$ cat src/rtl/alu_serial_ctrl_if.sv
// CPU-side request/response bundle for the bit-serial ALU sequencer.
// The master issues operands and control; the slave returns status and results.
interface alu_serial_ctrl_if #(
    parameter int WIDTH = 32
);
    logic             start_i;
    logic [WIDTH-1:0] src1_i;
    logic [WIDTH-1:0] src2_i;
    logic [3:0]       ALU_control_i;
    logic             busy_o;
    logic             done_o;
    logic [WIDTH-1:0] result_o;
    logic             zero_o;
    logic             cout_o;
    logic             overflow_o;

    modport master (
        output start_i,
        output src1_i,
        output src2_i,
        output ALU_control_i,
        input  busy_o,
        input  done_o,
        input  result_o,
        input  zero_o,
        input  cout_o,
        input  overflow_o
    );

    modport slave (
        input  start_i,
        input  src1_i,
        input  src2_i,
        input  ALU_control_i,
        output busy_o,
        output done_o,
        output result_o,
        output zero_o,
        output cout_o,
        output overflow_o
    );
endinterface

$ cat src/rtl/alu_serial_ctrl.sv
// Bit-serial ALU sequencer driving one external 1-bit slice, LSB first.
// Optional abort_i input is enabled by defining ALU_SERIAL_ABORT_EN.
module alu_serial_ctrl #(
    parameter int WIDTH = 32,
    parameter int CNT_W = 5
) (
    input  logic       clk_i,
    input  logic       rst_i,
`ifdef ALU_SERIAL_ABORT_EN
    input  logic       abort_i,
`endif
    alu_serial_ctrl_if.slave bus,
    output logic       slice_src1_o,
    output logic       slice_src2_o,
    output logic       slice_A_invert_o,
    output logic       slice_B_invert_o,
    output logic       slice_cin_o,
    output logic       slice_less_o,
    output logic [1:0] slice_op_o,
    input  logic       slice_result_i,
    input  logic       slice_cout_i,
    input  logic       slice_set_i
);

    typedef enum logic [1:0] {
        S_IDLE,
        S_RUN,
        S_SLT_FIX,
        S_DONE
    } state_t;

    state_t r_state;
    state_t w_next;

    logic [WIDTH-1:0] r_a;
    logic [WIDTH-1:0] r_b;
    logic             r_ainv;
    logic             r_binv;
    logic [1:0]       r_op;
    logic             r_carry;
    logic [CNT_W-1:0] r_cnt;
    logic [WIDTH-1:0] r_result;
    logic             r_cout_l;
    logic             r_ovf_l;
    logic             r_set_msb;
    logic             r_cout;
    logic             r_ovf;

    logic w_accept;
    logic w_last;
    logic w_abort;
    logic w_is_slt;
    logic w_bit_ovf;

    assign w_accept  = (r_state == S_IDLE) && bus.start_i;
    assign w_last    = (r_cnt == CNT_W'(WIDTH - 1));
    assign w_is_slt  = (r_op == 2'd3);
    assign w_bit_ovf = r_carry ^ slice_cout_i;

`ifdef ALU_SERIAL_ABORT_EN
    assign w_abort = abort_i &&
                     ((r_state == S_RUN) || (r_state == S_SLT_FIX));
`else
    assign w_abort = 1'b0;
`endif

    always_ff @(posedge clk_i or posedge rst_i) begin
        if (rst_i) begin
            r_state <= S_IDLE;
        end else begin
            r_state <= w_next;
        end
    end

    always_comb begin
        w_next = r_state;
        case (r_state)
            S_IDLE: begin
                if (bus.start_i) begin
                    w_next = S_RUN;
                end
            end
            S_RUN: begin
                if (w_abort) begin
                    w_next = S_IDLE;
                end else if (w_last) begin
                    w_next = w_is_slt ? S_SLT_FIX : S_DONE;
                end
            end
            S_SLT_FIX: begin
                w_next = w_abort ? S_IDLE : S_DONE;
            end
            S_DONE: begin
                w_next = S_IDLE;
            end
            default: begin
                w_next = S_IDLE;
            end
        endcase
    end

    // Flags are loaded on the edge entering DONE so they are valid with done_o.
    always_ff @(posedge clk_i or posedge rst_i) begin
        if (rst_i) begin
            r_a       <= '0;
            r_b       <= '0;
            r_ainv    <= 1'b0;
            r_binv    <= 1'b0;
            r_op      <= 2'd0;
            r_carry   <= 1'b0;
            r_cnt     <= '0;
            r_result  <= '0;
            r_cout_l  <= 1'b0;
            r_ovf_l   <= 1'b0;
            r_set_msb <= 1'b0;
            r_cout    <= 1'b0;
            r_ovf     <= 1'b0;
        end else if (w_accept) begin
            r_a      <= bus.src1_i;
            r_b      <= bus.src2_i;
            r_ainv   <= bus.ALU_control_i[3];
            r_binv   <= bus.ALU_control_i[2];
            r_op     <= bus.ALU_control_i[1:0];
            r_carry  <= bus.ALU_control_i[2];
            r_cnt    <= '0;
            r_result <= '0;
            r_cout   <= 1'b0;
            r_ovf    <= 1'b0;
        end else if (w_abort) begin
            r_result <= '0;
        end else if (r_state == S_RUN) begin
            r_result[r_cnt] <= slice_result_i;
            r_carry         <= slice_cout_i;
            r_cnt           <= r_cnt + CNT_W'(1);
            if (w_last) begin
                r_cout_l  <= slice_cout_i;
                r_ovf_l   <= w_bit_ovf;
                r_set_msb <= slice_set_i;
                if (!w_is_slt) begin
                    r_cout <= slice_cout_i;
                    r_ovf  <= (r_op == 2'd2) && w_bit_ovf;
                end
            end
        end else if (r_state == S_SLT_FIX) begin
            r_result[0] <= r_set_msb ^ r_ovf_l;
            r_cout      <= r_cout_l;
            r_ovf       <= 1'b0;
        end
    end

    assign slice_src1_o     = r_a[r_cnt];
    assign slice_src2_o     = r_b[r_cnt];
    assign slice_A_invert_o = r_ainv;
    assign slice_B_invert_o = r_binv;
    assign slice_cin_o      = r_carry;
    assign slice_less_o     = 1'b0;
    assign slice_op_o       = r_op;

    assign bus.busy_o     = (r_state != S_IDLE);
    assign bus.done_o     = (r_state == S_DONE);
    assign bus.result_o   = r_result;
    assign bus.zero_o     = ~|r_result;
    assign bus.cout_o     = r_cout;
    assign bus.overflow_o = r_ovf;

endmodule

$ cat src/flat_wrapper.sv
// flat-port wrapper written by rule: the top's interface ports become plain ports
module alu_serial_ctrl_flat 
#(
    parameter int WIDTH = 32,
    parameter int CNT_W = 5
)
  (clk_i, rst_i, slice_src1_o, slice_src2_o, slice_A_invert_o, slice_B_invert_o, slice_cin_o, slice_less_o, slice_op_o, slice_result_i, slice_cout_i, slice_set_i, bus_start_i, bus_src1_i, bus_src2_i, bus_ALU_control_i, bus_busy_o, bus_done_o, bus_result_o, bus_zero_o, bus_cout_o, bus_overflow_o);
  alu_serial_ctrl_if #(.WIDTH(WIDTH)) bus_i ();
  input  logic clk_i;
  input  logic rst_i;
  output logic slice_src1_o;
  output logic slice_src2_o;
  output logic slice_A_invert_o;
  output logic slice_B_invert_o;
  output logic slice_cin_o;
  output logic slice_less_o;
  output logic [1:0] slice_op_o;
  input  logic slice_result_i;
  input  logic slice_cout_i;
  input  logic slice_set_i;
  input wire logic [$bits(bus_i.start_i)-1:0] bus_start_i;
  input wire logic [$bits(bus_i.src1_i)-1:0] bus_src1_i;
  input wire logic [$bits(bus_i.src2_i)-1:0] bus_src2_i;
  input wire logic [$bits(bus_i.ALU_control_i)-1:0] bus_ALU_control_i;
  output wire logic [$bits(bus_i.busy_o)-1:0] bus_busy_o;
  output wire logic [$bits(bus_i.done_o)-1:0] bus_done_o;
  output wire logic [$bits(bus_i.result_o)-1:0] bus_result_o;
  output wire logic [$bits(bus_i.zero_o)-1:0] bus_zero_o;
  output wire logic [$bits(bus_i.cout_o)-1:0] bus_cout_o;
  output wire logic [$bits(bus_i.overflow_o)-1:0] bus_overflow_o;
  assign bus_i.start_i = bus_start_i;
  assign bus_i.src1_i = bus_src1_i;
  assign bus_i.src2_i = bus_src2_i;
  assign bus_i.ALU_control_i = bus_ALU_control_i;
  assign bus_busy_o = bus_i.busy_o;
  assign bus_done_o = bus_i.done_o;
  assign bus_result_o = bus_i.result_o;
  assign bus_zero_o = bus_i.zero_o;
  assign bus_cout_o = bus_i.cout_o;
  assign bus_overflow_o = bus_i.overflow_o;
  alu_serial_ctrl #(.WIDTH(WIDTH), .CNT_W(CNT_W)) u_core (.clk_i(clk_i), .rst_i(rst_i), .bus(bus_i), .slice_src1_o(slice_src1_o), .slice_src2_o(slice_src2_o), .slice_A_invert_o(slice_A_invert_o), .slice_B_invert_o(slice_B_invert_o), .slice_cin_o(slice_cin_o), .slice_less_o(slice_less_o), .slice_op_o(slice_op_o), .slice_result_i(slice_result_i), .slice_cout_i(slice_cout_i), .slice_set_i(slice_set_i));
endmodule
$ cat config.mk
export PLATFORM = sky130hd
export DESIGN_NAME = alu_serial_ctrl_flat
export DESIGN_NICKNAME = d
export VERILOG_FILES = /design/src/rtl/alu_serial_ctrl_if.sv /design/src/rtl/alu_serial_ctrl.sv /design/src/flat_wrapper.sv
export SDC_FILE = /design/constraint.sdc
export NUM_CORES = 1
export LEC_CHECK = 0
export CAP_MARGIN = 20
export CELL_PAD_IN_SITES_DETAIL_PLACEMENT = 1
export CELL_PAD_IN_SITES_GLOBAL_PLACEMENT = 2
export CORE_AREA = 2 2 150 138
export CTS_BUF_LIST = sky130_fd_sc_hd__clkbuf_2
export DETAILED_ROUTE_END_ITERATION = 7
export DIE_AREA = 0 0 152 140
export GPL_ROUTABILITY_DRIVEN = 0
export PLACE_DENSITY_LB_ADDON = 0.1
export RECOVER_POWER = 100
export SLEW_MARGIN = 20
export SYNTH_ARGS = -nofsm -noshare
export SYNTH_HDL_FRONTEND = slang
export SYNTH_SLANG_ARGS = --single-unit
$ cat constraint.sdc
create_clock -name clk_i -period 3.35 [get_ports clk_i]
set_clock_uncertainty 0.1 [all_clocks]
set_input_delay 0.335 -clock clk_i [delete_from_list [all_inputs] [get_ports clk_i]]
set_output_delay 0.335 -clock clk_i [all_outputs]
set_load 0.05 [all_outputs]
==> results.toml, run 1 <==
[yosys]
synthTopCellsByArea = "sky130_fd_sc_hd__dfrtp_1 (52%), sky130_fd_sc_hd__nand2_1 (15%), sky130_fd_sc_hd__mux2i_1 (6.6%)"
synth_top_area_share = 0.521
count_of_state_elements_after_synthesis = 113
biggest_area_consumer_among_synthesized_cells = "sky130_fd_sc_hd__dfrtp_1"
synth_fp_nets = 687
yosys_warnings = 0
synth_sequential_area_ratio = 0.521
syn-instance-count = 603
avgSynthCellArea_um2 = 9.00
synthesized_area_mm2 = 0.00543
yosysUniqueCellTypes = 39

[floorplanning]
die_height_um = 140
core_region_area_mm2 = 0.0197
die_area_mm2 = 0.0213
floorplan.io_pins = 119
floorplan.rows = 49
die_width_um = 152
initial_utilization = 0.276

[layout]
post_route_cells_drive_above_1_share = 0.0820
layout_common_cells = "sky130_fd_sc_hd__nand2_1 (217), sky130_fd_sc_hd__dfrtp_1 (108), sky130_fd_sc_hd__dlygate4sd3_1 (89), sky130_fd_sc_hd__clkdlybuf4s50_1 (73), sky130_fd_sc_hd__mux2i_1 (36)"
post_layout_nonfiller_instances = 1025
nets = 840
layout_commonest_cell = "sky130_fd_sc_hd__nand2_1"
fin_area_mm2 = 0.00747
flow.area_growth_from_synthesis_pct = 37.7

[routing]
drcViolationCount = 0
via_count = 4732
routed_wl_um = 16800
route.detailed.vias_per_inst = 4.62
drt_iter0_markers = 181
antenna_violating_nets_post_route = 0
routedWlPerCell_um = 16.4
detailedRoute.firstPassIterationCount = 6

[global_route]
gr_overflow_total = 0
first_pass_grt_wire_length_um = 27300
track_usage = 0.162
grt_antenna_before_repair = 1
first_global_vias = 5044
grt_most_used_layer = "met2"
use_met2 = 0.265
met1_global_route_usage = 0.215
grt_max_degree = 114
global_route_met3_usage = 0.0408

[run_status]
failed_checks = "max-capacitance violations, max-slew violations"
status = "finished with violations"

[clock_network]
cts.clk_slew.worst_paths_ns = 0.19
clock_tree.root_cell = "sky130_fd_sc_hd__clkbuf_2"
skew_pair_late_insertion_delay_ns = 0.70
ctsHtreeMaxLevel = 4
cts_tree = "yes"
tritoncts_num_sinks = 113
cts_made_buffers = 17
clk_path_buf_depth = 2

[flow_run]
cap_violations = 1

[worst_setup_path]
cp-end-kind = "primary output"
crit_path_top_delay_cell = "sky130_fd_sc_hd__clkdlybuf4s50_1"
crit_fanout = 3
cp.arrival_ns = 2.66
cp.required_ns = 2.91
worstRegToRegCells = 6
critPathLaunchType = "flip-flop"
timing.setup.critical_path_class = "reg -> out"
cp_slowest_stage_delay_ns = 0.80
critical_path.reg2reg.startpoint = "u_core.r_state[1]"
critical_path_launch_point = "u_core.bus.result_o[0]"
crit_path_cell_trace = "nor4_1, nand4_1, nor2_1, clkdlybuf4s50_1"

[power_and_ir_drop]
p_leak_nw = 3.50
vdd.ir_drop.worst_v = 0.000403
power_per_standard_cell_area_mw_per_mm2 = 751

[placement]
post_dp_cell_area_mm2 = 0.00681
place.detailed.hpwl_um = 11600
dp.cells = 943
port_buffers = 117

[timing]
final.setup.tns_ns = 0
hold_violations = 0
finalSetupViolCount = 0
maxClockFrequency_mhz = 323
slew_violations = 114
min_period_ns = 3.10
rsz0062_at_grt = "no"
worst_slew_pin_slew_ns = 2.61
period_share = 0.925
maxSlewHeadroom = -0.742

[min_path]
worstHoldStart = "bus_src2_i[23]"
hold_path.class = "in -> reg"
worst_hold_path.num_cells = 3
==> where the power goes <==
part | switching [mW] | leakage (nW) | internal, mW
sequential | 0.383 | 1.44 | 1.84
combinational | 1.63 | 1.94 | 0.978
clock | 0.532 | 0.116 | 0.251
total | 2.55 | 3.50 | 3.06
==> what timing repair did <==
action,4_1_cts,5_1_grt
setup endpoints to repair,2,3
gates resized for setup,8,8
buffers inserted,0,2
hold buffers,44,3
endpoints found under the hold margin,44,3
==> logic make-up after synthesis <==
group,after synthesis,share of synthesized area
adder cells (fa/ha/maj),10,0.0231
AO/OA/AOI/OAI,75,0.0754
AND/OR/NAND/NOR,307,0.237
other,1,0.000691
buffers and inverters,48,0.0436
multiplexers,44,0.0913
XOR/XNOR,5,0.00807
flip-flops,113,0.521
==> state kept, by name, indices dropped and copies added (netlist names) <==
register                 count
u_core.bus.result_o         32
u_core.r_a                  32
u_core.r_b                  32
u_core.r_cnt                 5
u_core.r_state               2
u_core.slice_op_o            2
u_core.bus.cout_o            1
u_core.bus.overflow_o        1
u_core.r_cout_l              1
u_core.r_ovf_l               1
u_core.r_set_msb             1
u_core.slice_A_invert_o      1
u_core.slice_B_invert_o      1
u_core.slice_cin_o           1
==> stage by stage <==
step / setup WS (ns) / total power, mW / util / hold slack, ns
detailed placement: 0.377 / 4.89 / 0.346 / 0.364
global route: 0.0260 / 6.08 / 0.380 / -0.000242
finish: 0.252 / 5.61 / 0.380 / 0.0585
CTS: 0.0254 / 5.73 / 0.378 / 0.00197
global placement: 0.422 / 4.84 / 0.346 / 0.363
floorplan: 1.06 / 4.00 / - / 0.340
==> area by class of cell <==
type,instances,area (µm²)
sequential,113,2830
timing repair buffer,174,1710
antenna,2,5.00
clock inverter,13,97.6
clock buffer,18,90.1
fill,2296,12200
tap,255,319
multi-input combinational,442,2390
inverter,8,33.8
==> routing by layer <==
metal,up-vias,part of all wire,wire length (µm)
met5,-,0,0
met4,0,0.011,189
met3,18,0.039,663
met2,109,0.47,7970
met1,2295,0.48,8000
li1,2310,-,-
==> synth_stat cells, drive strengths merged <==
| library cell | instances |
|---|---|
| mux2 | 4 |
| dfrtp | 113 |
| a41oi | 1 |
| nand3 | 20 |
| mux4 | 4 |
| clkbuf | 13 |
| mux2i | 36 |
| and2 | 5 |
| nand3b | 3 |
| nor3b | 1 |
| and3 | 2 |
| ha | 10 |
| o21ai | 34 |
| inv | 8 |
| o41ai | 1 |
| o31ai | 2 |
| nand4 | 3 |
| nor4 | 12 |
| or2 | 1 |
| a22oi | 2 |
| buf | 27 |
| or3 | 1 |
| o22ai | 9 |
| or3b | 3 |
| a21boi | 2 |
| xnor2 | 4 |
| conb | 1 |
| nand2 | 218 |
| a21oi | 24 |
| nor2 | 35 |
| and3b | 1 |
| nor3 | 2 |
| xor2 | 1 |
==> worst paths after layout <==
path	end	slack (ns)
worst max register to register	u_core.r_a[13]	0.36
worst max-delay path	bus_zero_o	0.25
min in group asynchronous	u_core.bus.overflow_o	0.94
worst min register to register	u_core.r_a[26]	0.39
max in group asynchronous	u_core.r_cnt[1]	0.42
worst min-delay path	u_core.r_b[23]	0.06
==> critical path, delay by kind of cell (launching register included) <==
family,cells,cell delay [ns]
AND/OR/NAND/NOR,3,0.74
buffers and inverters,1,0.80
flip-flops,1,0.45
Power figures use the tool's default switching activity.
==> run 2: changes to the inputs <==
- GPL_TIMING_DRIVEN: unset -> 0
- SKIP_CTS_REPAIR_TIMING: unset -> 1
==> results.toml, run 2 (synthesis results as in run 1) <==
[run_status]
status = "finished with violations"
failed_checks = "max-capacitance violations, max-slew violations"

[routing]
route.detailed.vias_per_inst = 4.63
detailedRoute.firstPassIterationCount = 4
routedWlPerCell_um = 17.2
drt_iter0_markers = 185
routed_wl_um = 17900
antenna_violating_nets_post_route = 0
drcViolationCount = 0
via_count = 4797

[layout]
fin_area_mm2 = 0.00740
flow.area_growth_from_synthesis_pct = 36.4
nets = 850
post_layout_nonfiller_instances = 1035
multiInputGateArea_mm2 = 0.00236
post_route_cells_drive_above_1_share = 0.0745
layout_common_cells = "sky130_fd_sc_hd__nand2_1 (218), sky130_fd_sc_hd__dfrtp_1 (113), sky130_fd_sc_hd__clkdlybuf4s50_1 (72), sky130_fd_sc_hd__dlygate4sd3_1 (65), sky130_fd_sc_hd__mux2i_1 (36)"
layout_commonest_cell = "sky130_fd_sc_hd__nand2_1"
final-seq-area_mm2 = 0.00283
fillCellCount = 2302

[power_and_ir_drop]
seq_power_share = 0.364
vdd.ir_drop.worst_v = 0.000347
switching_share = 0.450
power_per_standard_cell_area_mw_per_mm2 = 788
cell_internal_pwr_mw = 3.21
switchingPower_mw = 2.63
clock_power_share = 0.163
power_frac_comb = 0.472
p_leak_nw = 3.51

[worst_setup_path]
crit_path_top_delay_cell = "sky130_fd_sc_hd__dfrtp_1"
crit_fanout = 7
r2r_setup_slack_ns = 0.44
cp-end-kind = "primary output"
worstRegToRegCells = 7
cp.required_ns = 2.91
cp_slowest_stage_delay_ns = 0.46
timing.setup.critical_path_class = "reg -> out"
critPathLaunchType = "flip-flop"
critical_path.reg2reg.startpoint = "u_core.r_state[1]"
crit_path_cell_trace = "or3_1, clkbuf_1, o22ai_1, nor4_1, o21ai_1, dlymetal6s2s_1"
cp.arrival_ns = 2.72
worst_r2r_endpoint = "u_core.bus.result_o[16]"

[global_route]
track_usage = 0.174
grt_antenna_before_repair = 1
first_global_vias = 5227
gr_overflow_total = 0
grt_max_degree = 28
first_pass_grt_wire_length_um = 29000

[floorplanning]
initial_utilization = 0.276
floorplan.io_pins = 119
core_region_area_mm2 = 0.0197
die_area_mm2 = 0.0213
die_width_um = 152
floorplan.rows = 49
die_height_um = 140

[timing]
slew_violations = 27
rsz0062_at_grt = "no"
maxSlewHeadroom = -0.0811
min_period_ns = 3.16
hold_violations = 0
maxClockFrequency_mhz = 317
finalSetupViolCount = 0
period_share = 0.942
worst_slew_pin_slew_ns = 1.62

[clock_network]
cts_made_buffers = 17
clock_tree.root_cell = "sky130_fd_sc_hd__clkbuf_2"
skew_pair_late_insertion_delay_ns = 0.70
cts.clk_slew.worst_paths_ns = 0.18
cts_tree = "yes"
clk_path_buf_depth = 2
tritoncts_num_sinks = 113
ctsHtreeMaxLevel = 4

[placement]
dp.cells = 979
post_dp_cell_area_mm2 = 0.00701
place.detailed.hpwl_um = 13300
port_buffers = 117

[min_path]
worstHoldStart = "bus_src2_i[13]"
worst_hold_path.num_cells = 3
worstHoldEndpoint = "u_core.r_b[13]"
hold_path.class = "in -> reg"

[flow_run]
cap_violations = 1
## run 2: cell count changes in the layout (fill, tap and decap cells not counted), moves of 4 or more
cell / previous run / this run
sky130_fd_sc_hd__dfrtp_2: 5 / 0
sky130_fd_sc_hd__dlygate4sd3_1: 89 / 65
sky130_fd_sc_hd__clkinvlp_4: 5 / 1
sky130_fd_sc_hd__buf_1: 0 / 4
sky130_fd_sc_hd__buf_2: 2 / 8
sky130_fd_sc_hd__dfrtp_1: 108 / 113
sky130_fd_sc_hd__clkbuf_1: 1 / 23
## run 2: per-stage QoR
stage | util | worst slack (ns) | total power [mW] | hold slack [ns] | setup TNS [ns]
after floorplan | - | 1.06 | 4.00 | 0.340 | 0
after global placement | 0.352 | 0.349 | 4.93 | 0.355 | 0
after detailed placement | 0.356 | 0.507 | 5.02 | 0.361 | 0
after CTS | 0.368 | -0.340 | 5.99 | -0.145 | -0.644
after global routing | 0.376 | 0.000173 | 6.30 | 0.00136 | 0
final | 0.376 | 0.193 | 5.83 | 0.0518 | 0
## run 2: layout make-up
cell class	count	area share
diodes	1	0.000338
repair buffers	144	0.192
clock inverters	14	0.0198
flip-flops and latches	113	0.382
plain buffers	40	0.0269
inverters	8	0.00422
multi-input cells	442	0.319
well taps	255	0.0431
clock buffers	18	0.0122
## run 2: per-layer routing
layer	global-route usage	wire length, µm
met1	0.233	8150
met2	0.281	8740
met3	0.0436	726
met4	0.0526	236
met5	0	0
## run 2: how the worst max path moves through the flow
stage / to / slack (ns) / from
CTS: slice_src2_o / -0.34 / u_core.r_cnt[2]
finish: slice_src1_o / 0.19 / u_core.r_cnt[2]
floorplan: slice_src2_o / 1.06 / u_core.r_cnt[2]
global placement: u_core.r_a[23] / 0.35 / rst_i
global route: slice_src1_o / 0.0002 / u_core.r_cnt[1]
detailed placement: slice_src2_o / 0.51 / u_core.r_cnt[4]
## run 2: power groups by stage
stage	Clock (mW)	Sequential, mW	Combinational [mW]
6_report	0.952	2.12	2.76
5_1_grt	1.05	2.19	3.05
4_1_cts	0.990	2.13	2.87
3_5_place_dp	0	2.16	2.85
3_3_place_gp	0	2.14	2.79
2_1_floorplan	0	2.32	1.68
## run 2: worst max-delay path: cells and delay by family (launching register included)
family                 cells  cell delay, ns
AO/OA/AOI/OAI              2            0.40
flip-flops                 1            0.46
AND/OR/NAND/NOR            2            0.47
buffers and inverters      2            0.70
==> run 3: changes to the inputs <==
- CELL_PAD_IN_SITES_DETAIL_PLACEMENT: 1 -> 0
- GPL_TIMING_DRIVEN: 0 -> unset
==> results.toml, run 3 (synthesis results as in run 1) <==
[timing]
min_period_ns = 3.03
worst_slew_pin_slew_ns = 2.60
finalSetupViolCount = 0
timing.hold.ws_ns = 0.107
hold_violations = 0
maxClockFrequency_mhz = 330
slew_violations = 114
maxSlewHeadroom = -0.736
period_share = 0.904
rsz0062_at_grt = "no"
worst_slack_ns = 0.322

[global_route]
grt_antenna_before_repair = 1
first_pass_grt_wire_length_um = 25600
grt_max_degree = 114
gr_overflow_total = 0
first_global_vias = 4710
track_usage = 0.152

[flow_run]
cap_violations = 1

[power_and_ir_drop]
power_per_standard_cell_area_mw_per_mm2 = 770
p_leak_nw = 3.44
vdd.ir_drop.worst_v = 0.000365

[layout]
layout_commonest_cell = "sky130_fd_sc_hd__nand2_1"
post_route_cells_drive_above_1_share = 0.0733
layout_common_cells = "sky130_fd_sc_hd__nand2_1 (218), sky130_fd_sc_hd__dfrtp_1 (109), sky130_fd_sc_hd__dlygate4sd3_1 (73), sky130_fd_sc_hd__clkdlybuf4s50_1 (73), sky130_fd_sc_hd__mux2i_1 (36)"
flow.area_growth_from_synthesis_pct = 34.6
post_layout_nonfiller_instances = 1006
postLayoutCoreUtil = 0.371
nets = 822
fin_area_mm2 = 0.00731

[routing]
routed_wl_um = 15700
drcViolationCount = 0
route.detailed.vias_per_inst = 4.59
max_used_layer = "met4"
met2RoutedLength_um = 7270
dr_wl_met3_um = 768
drt_iter0_markers = 232
antenna_violating_nets_post_route = 0
detailedRoute.firstPassIterationCount = 4
wl_met1_um = 7540
via_count = 4617
routedWlPerCell_um = 15.6

[min_path]
hold_path.class = "in -> reg"
worst_hold_path.num_cells = 3

[placement]
dp.cells = 943
post_dp_cell_area_mm2 = 0.00681
place_worst_setup_slack_ns = 0.364
place.detailed.hpwl_um = 11000
port_buffers = 117

[worst_setup_path]
crit_fanout = 3
critPathLaunchType = "flip-flop"
cp-end-kind = "primary output"
timing.setup.critical_path_class = "reg -> out"
cp.arrival_ns = 2.59
worstRegToRegCells = 6
cp.required_ns = 2.91
r2r_setup_slack_ns = 0.44

[clock_network]
skew_pair_late_insertion_delay_ns = 0.66
cts_tree = "yes"
tritoncts_num_sinks = 113
ctsHtreeMaxLevel = 4
cts.clk_slew.worst_paths_ns = 0.17
clk_path_buf_depth = 2
cts_made_buffers = 17
clock_tree.root_cell = "sky130_fd_sc_hd__clkbuf_2"

[floorplanning]
core_region_area_mm2 = 0.0197
floorplan.io_pins = 119
die_height_um = 140
die_area_mm2 = 0.0213
initial_utilization = 0.276
floorplan.rows = 49
die_width_um = 152

[run_status]
status = "finished with violations"
failed_checks = "max-capacitance violations, max-slew violations"
==> run 3: area by class of cell <==
| cell class | instances | area (µm²) |
|---|---|---|
| Clock buffer | 17 | 85.1 |
| Clock inverter | 14 | 148 |
| Inverter | 8 | 33.8 |
| Sequential cell | 113 | 2830 |
| Tap cell | 255 | 319 |
| Multi-Input combinational cell | 442 | 2370 |
| Antenna cell | 1 | 2.50 |
| Fill cell | 2055 | 12400 |
| Timing Repair Buffer | 156 | 1520 |
==> run 3: power breakdown <==
group          internal [mW]  leakage (nW)  switching, mW
Combinational          0.920          1.85           1.59
Sequential              1.83          1.45          0.359
Clock                  0.397         0.144          0.525
==> run 3: routing by layer <==
layer | track usage | up-vias
met5 | 0 | -
met4 | 0.0413 | 0
met3 | 0.0446 | 9
met2 | 0.232 | 113
met1 | 0.212 | 2211
li1 | - | 2284
==> run 3: worst paths after layout <==
path | startpoint | endpoint
setup / recovery | u_core.bus.result_o[15] | bus_zero_o
hold / removal | bus_src2_i[12] | u_core.r_b[12]
setup reg to reg | u_core.r_state[1] | u_core.r_a[12]
hold reg to reg | u_core.r_a[12] | u_core.r_a[12]
max in group asynchronous | rst_i | u_core.r_cnt[3]
min in group asynchronous | rst_i | u_core.bus.overflow_o
==> run 3: critical path, cell delays in order (launching register included) <==
cell and delay [ns]:
sky130_fd_sc_hd__dfrtp_1 0.44, sky130_fd_sc_hd__nor4_1 0.46, sky130_fd_sc_hd__nand4_1 0.14, sky130_fd_sc_hd__nor2_1 0.11
sky130_fd_sc_hd__clkdlybuf4s50_1 0.80
==> run 3: per-stage QoR <==
stage | TNS, ns | total power [mW]
2_1_floorplan | 0 | 4.00
3_3_place_gp | 0 | 4.84
3_5_place_dp | 0 | 4.85
4_1_cts | -0.894 | 5.80
5_1_grt | 0 | 6.12
6_report | 0 | 5.63
